--- src/rtl/onchip_mem_arb_pkg.sv ---
// -----------------------------------------------------------------------------
// onchip_mem_arb_pkg
// Shared constants and types for the on-chip RAM arbiter.
//   ADDR_W / DATA_W / BE_W / DEPTH : geometry of the 64 x 128-bit RAM port
//   arb_state_t                    : arbiter state (CLEAR only used when
//                                    ONCHIP_MEM_ARB_CLEAR_EN is defined)
// -----------------------------------------------------------------------------
package onchip_mem_arb_pkg;

    localparam int ADDR_W = 6;
    localparam int DATA_W = 128;
    localparam int BE_W   = 16;
    localparam int DEPTH  = 64;

    typedef enum logic {
        CLEAR = 1'b0,
        RUN   = 1'b1
    } arb_state_t;

endpackage

--- src/rtl/onchip_mem_rr_pick.sv ---
// -----------------------------------------------------------------------------
// onchip_mem_rr_pick
// Rotate-priority picker: returns the first requester strictly after
// last_grant_i, searching cyclically upward.
// Ports:
//   req_i        in  N        request mask
//   last_grant_i in  IDX_W    index of the previous winner
//   gnt_o        out N        one-hot grant (all zero when no request)
//   gnt_idx_o    out IDX_W    index of the granted requester
//   any_o        out 1        at least one request present
// -----------------------------------------------------------------------------
module onchip_mem_rr_pick #(
    parameter int N     = 2,
    parameter int IDX_W = (N > 1) ? $clog2(N) : 1
) (
    input  logic [N-1:0]     req_i,
    input  logic [IDX_W-1:0] last_grant_i,
    output logic [N-1:0]     gnt_o,
    output logic [IDX_W-1:0] gnt_idx_o,
    output logic             any_o
);

    logic found;
    int   j;

    always_comb begin
        gnt_o     = '0;
        gnt_idx_o = '0;
        found     = 1'b0;
        j         = 0;
        // Offsets 1..N visit every requester once, last winner checked last.
        for (int k = 1; k <= N; k++) begin
            j = int'(last_grant_i) + k;
            if (j >= N) begin
                j = j - N;
            end
            if (!found && req_i[j]) begin
                found     = 1'b1;
                gnt_o[j]  = 1'b1;
                gnt_idx_o = IDX_W'(j);
            end
        end
    end

    assign any_o = |req_i;

endmodule

--- src/rtl/onchip_mem_arbiter.sv ---
// -----------------------------------------------------------------------------
// onchip_mem_arbiter
// Round-robin arbiter sharing one port of the 64 x 128-bit RAM between
// NUM_REQ Avalon-MM style requesters. One transaction per cycle, grant decided
// combinationally, read data returned one cycle after acceptance.
//
// Optional feature: define ONCHIP_MEM_ARB_CLEAR_EN to add a CLEAR state that
// writes zero to all 64 words after reset before any requester is served.
//
// Handshake: a requester's transfer is accepted in a cycle where its read or
// write is high and its req_waitrequest bit is low; requests must be held
// while waitrequest is high. req_readdatavalid is a one-hot pulse, one cycle
// after an accepted read, qualifying the broadcast req_readdata.
//
// Ports:
//   clk, reset                         clock, synchronous active-high reset
//   req_address/read/write/byteenable/writedata   packed per-requester inputs
//   req_waitrequest  out NUM_REQ       stall per requester
//   req_readdata     out 128           RAM q passed straight through
//   req_readdatavalid out NUM_REQ      owner of req_readdata
//   mem_*                              to the RAM port (mem_readdata from it)
//   dbg_state_o      out 1             current state (0 = CLEAR, 1 = RUN)
//   dbg_last_grant_o out IDX           index of the most recent winner
// -----------------------------------------------------------------------------
module onchip_mem_arbiter
    import onchip_mem_arb_pkg::*;
#(
    parameter int NUM_REQ = 2
) (
    input  logic                          clk,
    input  logic                          reset,
    input  logic [NUM_REQ*ADDR_W-1:0]     req_address,
    input  logic [NUM_REQ-1:0]            req_read,
    input  logic [NUM_REQ-1:0]            req_write,
    input  logic [NUM_REQ*BE_W-1:0]       req_byteenable,
    input  logic [NUM_REQ*DATA_W-1:0]     req_writedata,
    output logic [NUM_REQ-1:0]            req_waitrequest,
    output logic [DATA_W-1:0]             req_readdata,
    output logic [NUM_REQ-1:0]            req_readdatavalid,
    output logic [ADDR_W-1:0]             mem_address,
    output logic                          mem_chipselect,
    output logic                          mem_write,
    output logic [BE_W-1:0]               mem_byteenable,
    output logic [DATA_W-1:0]             mem_writedata,
    input  logic [DATA_W-1:0]             mem_readdata,
    output logic                          dbg_state_o,
    output logic [$clog2(NUM_REQ)-1:0]    dbg_last_grant_o
);

    localparam int IDX_W = $clog2(NUM_REQ);

    arb_state_t           state;
    logic [NUM_REQ-1:0]   active;
    logic [NUM_REQ-1:0]   gnt;
    logic [IDX_W-1:0]     gnt_idx;
    logic                 any_req;
    logic                 run_ok;
    logic                 grant_valid;
    logic                 gnt_is_write;
    logic [IDX_W-1:0]     last_grant_q;
    logic [NUM_REQ-1:0]   rd_pend_q;
    logic [NUM_REQ-1:0]   rd_pend_d;

`ifdef ONCHIP_MEM_ARB_CLEAR_EN
    arb_state_t           state_q;
    arb_state_t           state_d;
    logic [ADDR_W-1:0]    clr_cnt_q;
    logic [ADDR_W-1:0]    clr_cnt_d;

    // State register
    always_ff @(posedge clk) begin
        if (reset) begin
            state_q   <= CLEAR;
            clr_cnt_q <= '0;
        end else begin
            state_q   <= state_d;
            clr_cnt_q <= clr_cnt_d;
        end
    end

    // Next state: one word per cycle, leave CLEAR after the last address.
    always_comb begin
        state_d   = state_q;
        clr_cnt_d = clr_cnt_q;
        if (state_q == CLEAR) begin
            clr_cnt_d = clr_cnt_q + 1'b1;
            if (clr_cnt_q == ADDR_W'(DEPTH - 1)) begin
                state_d = RUN;
            end
        end
    end

    assign state = state_q;
`else
    assign state = RUN;
`endif

    assign dbg_state_o      = logic'(state);
    assign dbg_last_grant_o = last_grant_q;

    assign active = req_read | req_write;
    assign run_ok = (state == RUN) && !reset;

    onchip_mem_rr_pick #(
        .N     (NUM_REQ),
        .IDX_W (IDX_W)
    ) u_pick (
        .req_i        (active),
        .last_grant_i (last_grant_q),
        .gnt_o        (gnt),
        .gnt_idx_o    (gnt_idx),
        .any_o        (any_req)
    );

    assign grant_valid  = run_ok && any_req;
    // Read and write together counts as a write.
    assign gnt_is_write = |(gnt & req_write);

    // Output logic: RAM port mux and requester stalls.
    always_comb begin
        mem_address     = req_address[ADDR_W-1:0];
        mem_byteenable  = req_byteenable[BE_W-1:0];
        mem_writedata   = req_writedata[DATA_W-1:0];
        mem_chipselect  = 1'b0;
        mem_write       = 1'b0;
        req_waitrequest = '1;

`ifdef ONCHIP_MEM_ARB_CLEAR_EN
        if (state == CLEAR && !reset) begin
            mem_address    = clr_cnt_q;
            mem_byteenable = '1;
            mem_writedata  = '0;
            mem_chipselect = 1'b1;
            mem_write      = 1'b1;
        end
`endif
        if (run_ok) begin
            req_waitrequest = active & ~gnt;
        end
        if (grant_valid) begin
            mem_chipselect = 1'b1;
            mem_write      = gnt_is_write;
            for (int i = 0; i < NUM_REQ; i++) begin
                if (gnt[i]) begin
                    mem_address    = req_address[i*ADDR_W +: ADDR_W];
                    mem_byteenable = req_byteenable[i*BE_W +: BE_W];
                    mem_writedata  = req_writedata[i*DATA_W +: DATA_W];
                end
            end
        end
    end

    assign rd_pend_d = (grant_valid && !gnt_is_write) ? gnt : '0;

    always_ff @(posedge clk) begin
        if (reset) begin
            rd_pend_q    <= '0;
            last_grant_q <= IDX_W'(NUM_REQ - 1);
        end else begin
            rd_pend_q <= rd_pend_d;
            if (grant_valid) begin
                last_grant_q <= gnt_idx;
            end
        end
    end

    // A read in flight when reset rises is dropped, not delivered.
    assign req_readdatavalid = reset ? '0 : rd_pend_q;
    assign req_readdata      = mem_readdata;

endmodule

--- config.mk ---
export PLATFORM = sky130hd
export DESIGN_NAME = onchip_mem_arbiter
export DESIGN_NICKNAME = d
export VERILOG_FILES = /design/src/rtl/onchip_mem_arb_pkg.sv /design/src/rtl/onchip_mem_rr_pick.sv /design/src/rtl/onchip_mem_arbiter.sv
export SDC_FILE = /design/constraint.sdc
export NUM_CORES = 1
export LEC_CHECK = 0
export ABC_CLOCK_PERIOD_IN_PS = 3190
export BUFFER_PORTS_ARGS = -buffer_cell sky130_fd_sc_hd__buf_2
export CORE_AREA = 5 5 280 282
export CTS_CLUSTER_DIAMETER = 60
export DETAILED_ROUTE_END_ITERATION = 8
export DIE_AREA = 0 0 285 287
export GPL_TIMING_DRIVEN = 0
export PLACE_DENSITY_LB_ADDON = 0.08
export SLEW_MARGIN = 40
export SYNTH_ARGS = -nofsm -noshare
export SYNTH_HDL_FRONTEND = slang
export SYNTH_SLANG_ARGS = --single-unit
--- constraint.sdc ---
create_clock -name clk -period 3.19 [get_ports clk]
set_clock_uncertainty 0.1 [all_clocks]
set_input_delay 0.1595 -clock clk [delete_from_list [all_inputs] [get_ports clk]]
set_output_delay 0.1595 -clock clk [all_outputs]
set_load 0.02 [all_outputs]
## Yosys cells after proc, flatten, opt, wreduce, memory -nomap -nowiden

Cells that the tools add are included.

- Add/subtract/negate cells: 4
- Bitwise logic cells: 6
- Mux-type cells: 27
- Magnitude comparators: 6
- Reductions and logical operators: 11

Operator list:

| operator | count |
|---|---|
| $mux W128 | 2 |
| $ge A32 B1 Y1 const B | 2 |
| $ge A32 B3 Y1 const B | 2 |
| $lt A32 B3 Y1 const B | 2 |
| $mux W32 | 2 |
| $sub A32 B3 Y32 const B | 2 |
| $mux W16 | 2 |
| $mux W1 | 13 |
| $mux W6 | 2 |
| $mux W2 | 4 |
| $reduce_or A2 Y1 | 3 |
| $logic_and A1 B1 Y1 | 5 |
| $and A2 B2 Y2 | 2 |
| $or A2 B2 Y2 | 2 |
| $add A1 B2 Y3 const B | 1 |
| $logic_not A1 Y1 | 3 |
| $add A1 B1 Y2 const B | 1 |
| $demux W1 S1 | 2 |
| $not A2 Y2 | 1 |
| $not A1 Y1 | 1 |

- Register bits after elaboration: 3
- Output and inout bits: 286
- Word-level logic and storage cells: 56
- Input port bits: 434

## Longest topological paths before layout

Gate-level depths: netlist of run 1.

- Depth in word-level cells: 16
- Depth in mapped cells: 5
- Mapped depth without buffers: 3

## By module

From an unflattened synthesis of run 1, not the netlist that was laid out.

- Cells, all modules: 321
- Area total of the unflattened synthesis: 3384.5 µm²

Modules (own cells, without submodules):

| module | instances | sequential area each (µm²) | cells each | area each (µm²) |
|---|---|---|---|---|
| onchip_mem_arbiter | 1 | 60.1 | 316 | 3352.0 |
| onchip_mem_rr_pick | 1 | 0.0 | 5 | 32.5 |

## Least setup slack after synthesis of run 1

Ideal clock, no wire load.

- Kind: reg2out
- From: reg last_grant_q, in the netlist dbg_last_grant_o
- To: out mem_address[0]
- Path slack: 1.368 ns
- Arrival: 1.562 ns
- Required time: 2.931 ns
- Cell stages (with the launch flop): 6
- Path through: dfxtp_1 -> o21a_1 -> nor3_2 -> buf_4 -> buf_6 -> mux2_1

- Cells in the longest elaborated chain, start to end: 12
- Elaborated cells between the ends (all ways): 32
- Those cells by class: 4 x add/sub; 6 x order compare; 17 x mux; 1 x bitwise; 4 x reduce/logical

Ends and longest elaborated chain:

| what | line | RTL |
|---|---|---|
| start, declared | onchip_mem_arbiter.sv:60 | `logic [IDX_W-1:0] last_grant_q;` |
| start signal, assigned | onchip_mem_arbiter.sv:158 | `last_grant_q <= IDX_W'(NUM_REQ - 1);` |
| start signal, assigned | onchip_mem_arbiter.sv:162 | `last_grant_q <= gnt_idx;` |
| $add A1 B1 Y2 | onchip_mem_rr_pick.sv:33 | `j = int'(last_grant_i) + k;` |
| $sub A32 B3 Y32 or $ge A32 B3 Y1 (tied branches) | onchip_mem_rr_pick.sv:35, onchip_mem_rr_pick.sv:34 |  |
| $mux W32 | onchip_mem_rr_pick.sv:34 | `if (j >= N) begin` |
| $ge A32 B1 Y1 (not written as such), or another cell as far along | onchip_mem_rr_pick.sv:39 | `gnt_o[j] = 1'b1;` |
| $logic_and A1 B1 Y1 (not written as such) or $mux W1 (tied branches) | onchip_mem_rr_pick.sv:39, onchip_mem_rr_pick.sv:37 |  |
| $mux W1, on equally long branches | onchip_mem_rr_pick.sv:39, onchip_mem_rr_pick.sv:37 |  |
| $demux W1 S1 or $mux W1 (tied branches) | -- |  |
| $mux W2 or $logic_not A1 Y1 (tied branches) | onchip_mem_rr_pick.sv:37 | `if (!found && req_i[j]) begin` |
| $or A2 B2 Y2 (no source line) or $logic_and A1 B1 Y1 (tied branches) | -- |  |
| $mux W2 (*) | onchip_mem_rr_pick.sv:37 |  |
| $mux W6 (*) | onchip_mem_arbiter.sv:144 | `if (gnt[i]) begin` |
| $mux W6 (*) | onchip_mem_arbiter.sv:140 | `if (grant_valid) begin` |
| end, declared | onchip_mem_arbiter.sv:40 | `output logic [ADDR_W-1:0] mem_address,` |

Mark *: on every way between the ends. The rest lies on a longest branch, timed or not. The select of a mux whose other input is x is not followed.

## Worst setup path in the final report of run 1

- From: reg last_grant_q, in the netlist dbg_last_grant_o
- To: out mem_writedata[106]

- Cells in the longest elaborated chain, start to end: 12
- Elaborated cells between the ends (all ways): 32
- Those cells by class: 4 x add/sub; 6 x order compare; 17 x mux; 1 x bitwise; 4 x reduce/logical

Ends and longest elaborated chain:

| what | line | RTL |
|---|---|---|
| $add A1 B1 Y2 | onchip_mem_rr_pick.sv:33 |  |
| $sub A32 B3 Y32 or $ge A32 B3 Y1 (tied branches) | onchip_mem_rr_pick.sv:35, onchip_mem_rr_pick.sv:34 |  |
| $mux W32 | onchip_mem_rr_pick.sv:34 |  |
| $ge A32 B1 Y1 (not written as such), or another cell as far along | onchip_mem_rr_pick.sv:39 |  |
| $logic_and A1 B1 Y1 (not written as such) or $mux W1 (tied branches) | onchip_mem_rr_pick.sv:39, onchip_mem_rr_pick.sv:37 |  |
| $mux W1, on equally long branches | onchip_mem_rr_pick.sv:39, onchip_mem_rr_pick.sv:37 |  |
| $demux W1 S1 or $mux W1 (tied branches) | -- |  |
| $mux W2 or $logic_not A1 Y1 (tied branches) | onchip_mem_rr_pick.sv:37 |  |
| $or A2 B2 Y2 (no source line) or $logic_and A1 B1 Y1 (tied branches) | -- |  |
| $mux W2 (*) | onchip_mem_rr_pick.sv:37 |  |
| $mux W128 (*) | onchip_mem_arbiter.sv:144 |  |
| $mux W128 (*) | onchip_mem_arbiter.sv:140 |  |
| end, declared | onchip_mem_arbiter.sv:44 | `output logic [DATA_W-1:0] mem_writedata,` |

Marked as above.

==> results of run 1 <==
==> Yosys cell counts, types with 2 or more instances <==
| cell | instances | area share, % |
|---|---|---|
| buf_2 | 5 | 0.84 |
| nor2b_1 | 2 | 0.42 |
| dfxtp_1 | 3 | 2.0 |
| a21oi_1 | 2 | 0.34 |
| mux2_2 | 50 | 19 |
| buf_6 | 10 | 3.8 |
| mux2_1 | 100 | 38 |
| o21ai_0 | 3 | 0.50 |
| nor2_1 | 2 | 0.25 |
| inv_1 | 2 | 0.25 |
| buf_4 | 130 | 33 |
==> cell families (layout without fill, tap and decap cells) <==
group	after synthesis	in the layout	share of synthesized area [%]
flops	3	3	2.014
simple gates	8	8	1.762
buf+inv	147	741	37.58
compound gates	9	9	1.888
other cells	1	7	0.1257
mux	150	150	56.63
==> worst max path at each step <==
stage	startpoint	to	slack, ps	cells past startpoint
CTS	dbg_last_grant_o$_SDFFE_PP1P_	mem_address[1]	90	6
detailed placement	dbg_last_grant_o$_SDFFE_PP1P_	mem_address[1]	340	6
global route	dbg_last_grant_o$_SDFFE_PP1P_	mem_address[1]	60	6
global placement	dbg_last_grant_o$_SDFFE_PP1P_	mem_address[1]	-30	6
floorplan	dbg_last_grant_o$_SDFFE_PP1P_	mem_address[0]	1370	5
finish	dbg_last_grant_o$_SDFFE_PP1P_	mem_writedata[106]	350	6
==> power breakdown <==
group | switching [W] | internal [W] | total, W
logic | 0.000657 | 0.000546 | 0.00120
registers | 0.00000250 | 0.0000399 | 0.0000424
clock network | 0.0000379 | 0.000165 | 0.000203
==> stage by stage <==
step,hold WS (ps),instances,instance area [µm²],utilization (%)
after detailed placement,322.0,1886,7166,9.498
after global routing,90.16,1894,7254,9.616
final,70.76,1896,7259,9.622
after global placement,315.5,1886,7159,9.490
after floorplan,135.6,318,2983,-
after CTS,87.77,1890,7244,9.602
==> per-layer routing <==
metal | track usage [%] | part of all wire, % | vias up
met5 | 0 | 0.13 | -
met4 | 0.5114 | 0.64 | 6
met3 | 2.117 | 11 | 18
met2 | 12.19 | 57 | 360
met1 | 5.569 | 31 | 2027
li1 | - | - | 2171
==> worst reg2reg max path: cells and delay by family, from the launching register on <==
family             cells  cell delay (ps)
DFF                    1              450
and+or+nand+nor        1              260
AOI/OAI and AO/OA      1              160
==> flip-flops by register name, indices dropped and copies added (netlist names) <==
register          flops
rd_pend_q             2
dbg_last_grant_o      1
==> final cells by class <==
type	count	area, µm²	area share (%)
Antenna cell	6	15.01	0.2068
Buffer	145	1114	15.34
Clock buffer	4	78.83	1.086
Inverter	2	7.507	0.1034
Multi-Input combinational cell	168	1808	24.91
Sequential cell	3	60.06	0.8273
Tap cell	978	1224	16.86
Timing Repair Buffer	590	2953	40.68
==> run metrics, run 1 <==
# resized after CTS=0; synthesized area per cell=between 9 and 10 µm²; Top Ports=just over 700; pre-CTS setup slack=about 340 ps; number of remaining DRC errors=0; fraction of layout cells with a size suffix above 1=between 80% and 90%; total power=between 0.001 and 0.0015 W; CP Class=reg2out; Most used DFF post-synth=dfxtp_1; CP max stage cell=mux2_1; Worst EP arrival=between 2000 and 3000 ps; Worst R2R End=rd_pend_q[0]$_SDFF_PP0_; Reg2Reg Setup Slack=roughly 2100 ps; ys async rst share=0%; pin count of the biggest net entering global routing=11; mapped cell area=2983 µm²; CP endpoint kind=output port; FP Rows=between 100 and 150; # fillers=around 8,900; Total Wirelength=27,020 µm; die width=285 µm; Worst Path Buf+Inv=3; RSZ-0062 raised after global routing=no; flops & latches, synth=3; antenna-violating nets left=0; chip height=287 µm; CTS tree=yes; initial core utilization=3.954%; clock root buffer=clkbuf_16; CP max FO=10; drt initial violations=20; most frequent cells in the layout=buf_2 (595), buf_4 (130), mux2_1 (100), mux2_2 (50), buf_6 (10); Cells after Synth=318; slew at the pin closest to its max-slew limit=roughly 600 ps; CTS sink cnt=3; H-tree Lvls=1; Slew headroom=between 50 and 60%; Core Box Area=around 75,000 µm²; setup TNS=0 ps; total CTS buffers=3; FMAX=between 300 and 400 MHz; vias in the first global route=approximately 5,100; GRT Overall Usage=5.826%; delay-heaviest family, CP=buffers and inverters; wire per inst=approximately 14 µm; cell depth of the worst hold path=2; final setup vio count=0; die area=about 82,000 µm²; Max Cap Viol=0; worst skew pair latency=roughly 230 ps; Post-synth EDFFs=0; Worst path max stage delay=490 ps; worst hold path class=in2reg; area grow syn2layout=143.4%; reg2reg start=dbg_last_grant_o$_SDFFE_PP1P_; worst path required time=approximately 2900 ps; Worst Reg-to-Reg Cells=2; CTS Hold Bufs=0; vias per inst=2.417; first-pass GRT wire length=approximately 36,000 µm; total congestion overflow=0; Peak VDD IR=0.1137 mV; post-synth cell types=20; fin. max-slew vios=0; Final Hold Vio Count=0; Static Leak=between 3 and 4 nW; PD cells=approximately 200 nW/µm²; I/O Buffers=slightly below 600; fin crit share=89.01%; GP Congestion=roughly 0.74; initial antenna violation count=8; synth warn=0; setup slack after layout=around 350 ps; Via Count=4,582; clk slew on worst S/H paths=roughly 30 ps; crit path cell chain=o21a_1 > nor3_4 > buf_4 > buf_6 > mux2_1 > buf_2; Final nets=roughly 1,300; Hold Path Sink=rd_pend_q[1]$_SDFF_PP0_; startpoint types=register; Clock Tree Buf Depth=2; min-delay src=req_write[1]; post-synthesis net count=approximately 750; commonest non-fill, non-tap cell in the layout=buf_2; Post-CTS Setup Bufs=0; TritonRoute pass-1 iters=4; detailed placement HPWL=between 20,000 and 30,000 µm; Tmin final=between 2000 and 3000 ps; outcome=finished, final reports clean; sequential-to-total area share from yosys stat=2.013%
Note: power is estimated with default switching activity, not from simulation.
==> run 2: changes to the inputs <==
ABC_CLOCK_PERIOD_IN_PS = 2650   (was 3190)
BUFFER_PORTS_ARGS = -buffer_cell sky130_fd_sc_hd__buf_4   (was -buffer_cell sky130_fd_sc_hd__buf_2)
CORE_AREA = 5 5 275 277   (was 5 5 280 282)
DIE_AREA = 0 0 280 282   (was 0 0 285 287)
clock period = 2.65 ns   (was 3.19 ns; I/O delays follow)
==> run metrics, run 2 (synthesis results as in run 1) <==
RSZ-0062 raised after global routing=no (unchanged); GRT Overall Usage=6.780% (was 5.826%); Top Ports=720 (unchanged); CP endpoint kind=output port (unchanged); FMAX=428.2 MHz; CTS tree=yes (unchanged); Final Hold Vio Count=0 (unchanged); CP max FO=10 (unchanged); hold slack=5.715 ps (was 70.76 ps); CP Class=reg2out (unchanged); most frequent cells in the layout=buf_4 (721), mux2_1 (100), mux2_2 (50), buf_6 (10), buf_2 (5) (was buf_2 (595), buf_4 (130), mux2_1 (100), mux2_2 (50), buf_6 (10)); Clock Tree Buf Depth=2 (unchanged); total congestion overflow=0 (unchanged); startpoint types=register (unchanged); outcome=finished, final reports clean (unchanged); first-pass GRT wire length=38,480 µm (was 35,820 µm); number of remaining DRC errors=0 (unchanged); initial core utilization=4.109% (was 3.954%); die width=280 µm (was 285 µm); Peak VDD IR=0.1188 mV (was 0.1137 mV); wire per inst=16.39 µm (was 14.25 µm); clk slew on worst S/H paths=30 ps (about the same); worst path required time=2420 ps (was 2930 ps); commonest non-fill, non-tap cell in the layout=buf_4 (was buf_2); Top reg by flops=rd_pend_q (unchanged); fin. max-slew vios=0 (unchanged); Final nets=1,348 (was 1,347); fraction of layout cells with a size suffix above 1=86.53% (was 86.51%); clock root buffer=clkbuf_16 (unchanged); final setup vio count=0 (unchanged); Via Count=4,451 (was 4,582); vias in the first global route=4,953 (was 5,104); Core Box Area=72,590 µm² (was 75,440 µm²); FP Rows=99 (was 101); GP Congestion=0.7217 (was 0.7412); vias per inst=2.374 (was 2.417); fin crit share=between 80% and 90%; TritonRoute pass-1 iters=4 (unchanged); Worst EP arrival=2100 ps (was 2580 ps); antenna-violating nets left=0 (unchanged); Total Wirelength=30,730 µm (was 27,020 µm); area grow syn2layout=192.1% (was 143.4%); worst skew pair latency=220 ps (was 230 ps); H-tree Lvls=1 (unchanged); I/O Buffers=590 (unchanged); PD cells=234.2 nW/µm² (was 199.4 nW/µm²); total power=0.002041 W (was 0.001448 W); pin count of the biggest net entering global routing=11 (unchanged); die area=78,960 µm² (was 81,800 µm²); total CTS buffers=3 (unchanged); CTS sink cnt=3 (unchanged); Static Leak=4.240 nW (was 3.722 nW); detailed placement HPWL=29,000 µm (was 25,380 µm); drt initial violations=61 (was 20); Tmin final=around 2300 ps; Max Cap Viol=0 (unchanged); max reg flops=2 (unchanged); chip height=282 µm (was 287 µm); worst hold path class=in2reg (unchanged); initial antenna violation count=6 (was 8)
## run 2: cell type report
| class | instances | area (µm²) |
|---|---|---|
| Tap cell | 959 | 1200 |
| Clock buffer | 4 | 78.83 |
| Fill cell | 8502 | 63880 |
| Buffer | 145 | 1114 |
| Inverter | 2 | 7.507 |
| Sequential cell | 3 | 60.06 |
| Timing Repair Buffer | 591 | 4437 |
| Multi-Input combinational cell | 168 | 1808 |
| Antenna cell | 3 | 7.507 |
## run 2: metrics by stage
stage	setup slack (ps)	cell area, µm²	TNS, ps	util (%)	std cells
6_report	314.6	8712	0	12.00	1875
5_1_grt	142.5	8707	0	12.00	1873
2_1_floorplan	855.1	2983	0	-	318
4_1_cts	174.3	8705	0	11.99	1872
3_5_place_dp	42.71	8618	0	11.87	1867
3_3_place_gp	-226.8	8612	-11970	11.86	1867
## run 2: worst max-delay path: stages, from the launching register on
cell and delay, ps:
dfxtp_1 370, o21a_1 180, nor3_4 230, buf_4 300, buf_6 210, mux2_1 390
buf_4 180
## run 2: path summary, 6_finish.rpt
kind         depth (start not counted)                            end                           from  slack (ps)
min                                  2        rd_pend_q[1]$_SDFF_PP0_                   req_write[1]           6
min reg2reg                          1  dbg_last_grant_o$_SDFFE_PP1P_  dbg_last_grant_o$_SDFFE_PP1P_         500
max                                  6               mem_writedata[4]  dbg_last_grant_o$_SDFFE_PP1P_         310
max reg2reg                          2  dbg_last_grant_o$_SDFFE_PP1P_  dbg_last_grant_o$_SDFFE_PP1P_        1650
## run 2: power breakdown
group | total (W) | switching, W | internal (W) | leakage (nW)
clock network | 0.000239 | 0.0000403 | 0.000198 | 0.0382
registers | 0.0000510 | 0.00000300 | 0.0000480 | 0.0247
logic | 0.00175 | 0.000800 | 0.000951 | 4.18
## run 2: what timing repair did
item / CTS / global route
hold endpoints to repair: 0 / 0
buffers inserted: 1 / 0
setup endpoints to repair: 100 / 0
hold buffers: 0 / 0
gates resized for setup: 0 / 0
## run 2: per-layer routing
layer,wire length (µm),GRT usage (%)
met5,13,0
met4,88,0.3659
met3,2733,2.716
met2,18510,14.14
met1,9381,6.449
==> run 3: changes to the inputs <==
ABC_CLOCK_PERIOD_IN_PS = 3000   (was 2650)
CORE_AREA = 5 5 280 282   (was 5 5 275 277)
DIE_AREA = 0 0 285 287   (was 0 0 280 282)
clock period = 3 ns   (was 2.65 ns; I/O delays follow)
==> run metrics, run 3 (synthesis results as in run 1) <==
Via Count=4,628 (was 4,451); CP max FO=10 (unchanged); delay-heaviest family, CP=buffers and inverters (unchanged); met3 GRT Util=2.879% (was 2.716%); die width=285 µm (was 280 µm); H-tree Lvls=1 (unchanged); fraction of layout cells with a size suffix above 1=86.56% (was 86.53%); area grow syn2layout=193.6% (was 192.1%); final setup vio count=0 (unchanged); Non-Filler Instances=1,894 (was 1,875); die area=81,800 µm² (was 78,960 µm²); Worst Path Buf+Inv=4 (was 3); crit-path most repeated cell=buf_4 (unchanged); Top reg by flops=rd_pend_q (unchanged); CTS sink cnt=3 (unchanged); clock root buffer=clkbuf_16 (unchanged); detailed placement HPWL=27,180 µm (was 29,000 µm); fin. max-slew vios=0 (unchanged); initial core utilization=3.954% (was 4.109%); GRT Overall Usage=6.307% (was 6.780%); total congestion overflow=0 (unchanged); worst hold path class=in2reg (unchanged); GP Congestion=0.7153 (was 0.7217); startpoint types=register (unchanged); Static Leak=4.254 nW (was 4.240 nW); CP Class=reg2out (unchanged); FMAX=around 380 MHz; clk slew on worst S/H paths=30 ps (about the same); CP max stage cell=mux2_1 (unchanged); chip height=287 µm (was 282 µm); max reg flops=2 (unchanged); I/O Buffers=590 (unchanged); Worst Reg-to-Reg Cells=2 (unchanged); worst skew pair latency=220 ps (about the same); drt initial violations=74 (was 61); cell depth of the worst hold path=2 (unchanged); met1 Use GR=5.984% (was 6.449%); CP endpoint kind=output port (unchanged); global routing usage on met2=12.87% (was 14.14%); Worst path max stage delay=460 ps (was 390 ps); initial antenna violation count=1 (was 6); CTS tree=yes (unchanged); most frequent cells in the layout=buf_4 (722), mux2_1 (100), mux2_2 (50), buf_6 (10), buf_2 (5) (was buf_4 (721), mux2_1 (100), mux2_2 (50), buf_6 (10), buf_2 (5)); Total Wirelength=29,140 µm (was 30,730 µm); pre-CTS setup slack=199.6 ps (was 42.71 ps); grt peak-use layer=met2 (unchanged); commonest non-fill, non-tap cell in the layout=buf_4 (unchanged); Clock Tree Buf Depth=2 (unchanged); RSZ-0062 raised after global routing=no (unchanged); Peak VDD IR=0.09338 mV (was 0.1188 mV); placed insts=1,886 (was 1,867); final instance area=8758 µm² (was 8712 µm²); TritonRoute pass-1 iters=3 (was 4); Top Ports=720 (unchanged); Core Box Area=75,440 µm² (was 72,590 µm²); first-pass GRT wire length=38,340 µm (was 38,480 µm); worst path required time=2750 ps (was 2420 ps); Worst EP arrival=2360 ps (was 2100 ps); pin count of the biggest net entering global routing=11 (unchanged); outcome=finished, final reports clean (unchanged); Final Hold Vio Count=0 (unchanged); wire per inst=15.39 µm (was 16.39 µm); number of remaining DRC errors=0 (unchanged); Max Cap Viol=0 (unchanged); total CTS buffers=3 (unchanged); fin crit share=approximately 87%; hold slack=33.04 ps (was 5.715 ps); Tmin final=approximately 2600 ps; WP depth=7 (was 6); antenna-violating nets left=0 (unchanged); FP Rows=101 (was 99); PD cells=207.9 nW/µm² (was 234.2 nW/µm²); crit path cell chain=o21a_1 > nor3_4 > buf_12 > buf_4 > buf_6 > mux2_1 > buf_4 (was o21a_1 > nor3_4 > buf_4 > buf_6 > mux2_1 > buf_4); vias in the first global route=5,196 (was 4,953); placed cell area=8642 µm² (was 8618 µm²); vias per inst=2.444 (was 2.374); total power=0.001821 W (was 0.002041 W); Final nets=1,350 (was 1,348); # resized after CTS=0 (unchanged); setup slack after layout=390.2 ps (was 314.6 ps)
## run 3: cell count changes in the layout (fill, tap and decap cells not counted)
cell     change
buf_4        +1
buf_12       +1
diode_2      -2
## run 3: area by class of cell
type | instances | area (µm²)
tap | 978 | 1224
timing repair buffer | 593 | 4464
clock buffer | 4 | 78.83
multi-input combinational | 168 | 1808
antenna | 1 | 2.502
inverter | 2 | 7.507
sequential | 3 | 60.06
buffer | 145 | 1114
fill | 8766 | 66690
## run 3: final timing paths
kind / startpoint / endpoint / slack, ps
max: dbg_last_grant_o$_SDFFE_PP1P_ / mem_writedata[106] / 390
min: req_write[1] / rd_pend_q[1]$_SDFF_PP0_ / 30
min reg2reg: dbg_last_grant_o$_SDFFE_PP1P_ / dbg_last_grant_o$_SDFFE_PP1P_ / 520
max reg2reg: dbg_last_grant_o$_SDFFE_PP1P_ / rd_pend_q[0]$_SDFF_PP0_ / 1900
## run 3: metrics by stage
stage	setup TNS, ps	util [%]
after floorplan	0	-
after global placement	-401.9	11.45
after detailed placement	0	11.46
after CTS	0	11.61
after global routing	0	11.61
final	0	11.61
## run 3: layer usage
metal  vias up  part of all wire, %
li1       2169                    -
met1      2099                   32
met2       352                   56
met3         8                   12
met4         0                 0.54
met5         -                    0
## run 3: timing repair
action | 4_1_cts | 5_1_grt
endpoints found under the hold margin | 0 | 0
hold buffers | 0 | 0
setup endpoints to repair | 2 | 0
setup buffers | 3 | 0
## run 3: report_power, final
part / total, W / switching, W / internal, W
registers: 0.0000457 / 0.00000326 / 0.0000424
clock network: 0.000211 / 0.0000355 / 0.000175
logic: 0.00156 / 0.000720 / 0.000844
total: 0.00182 / 0.000759 / 0.00106
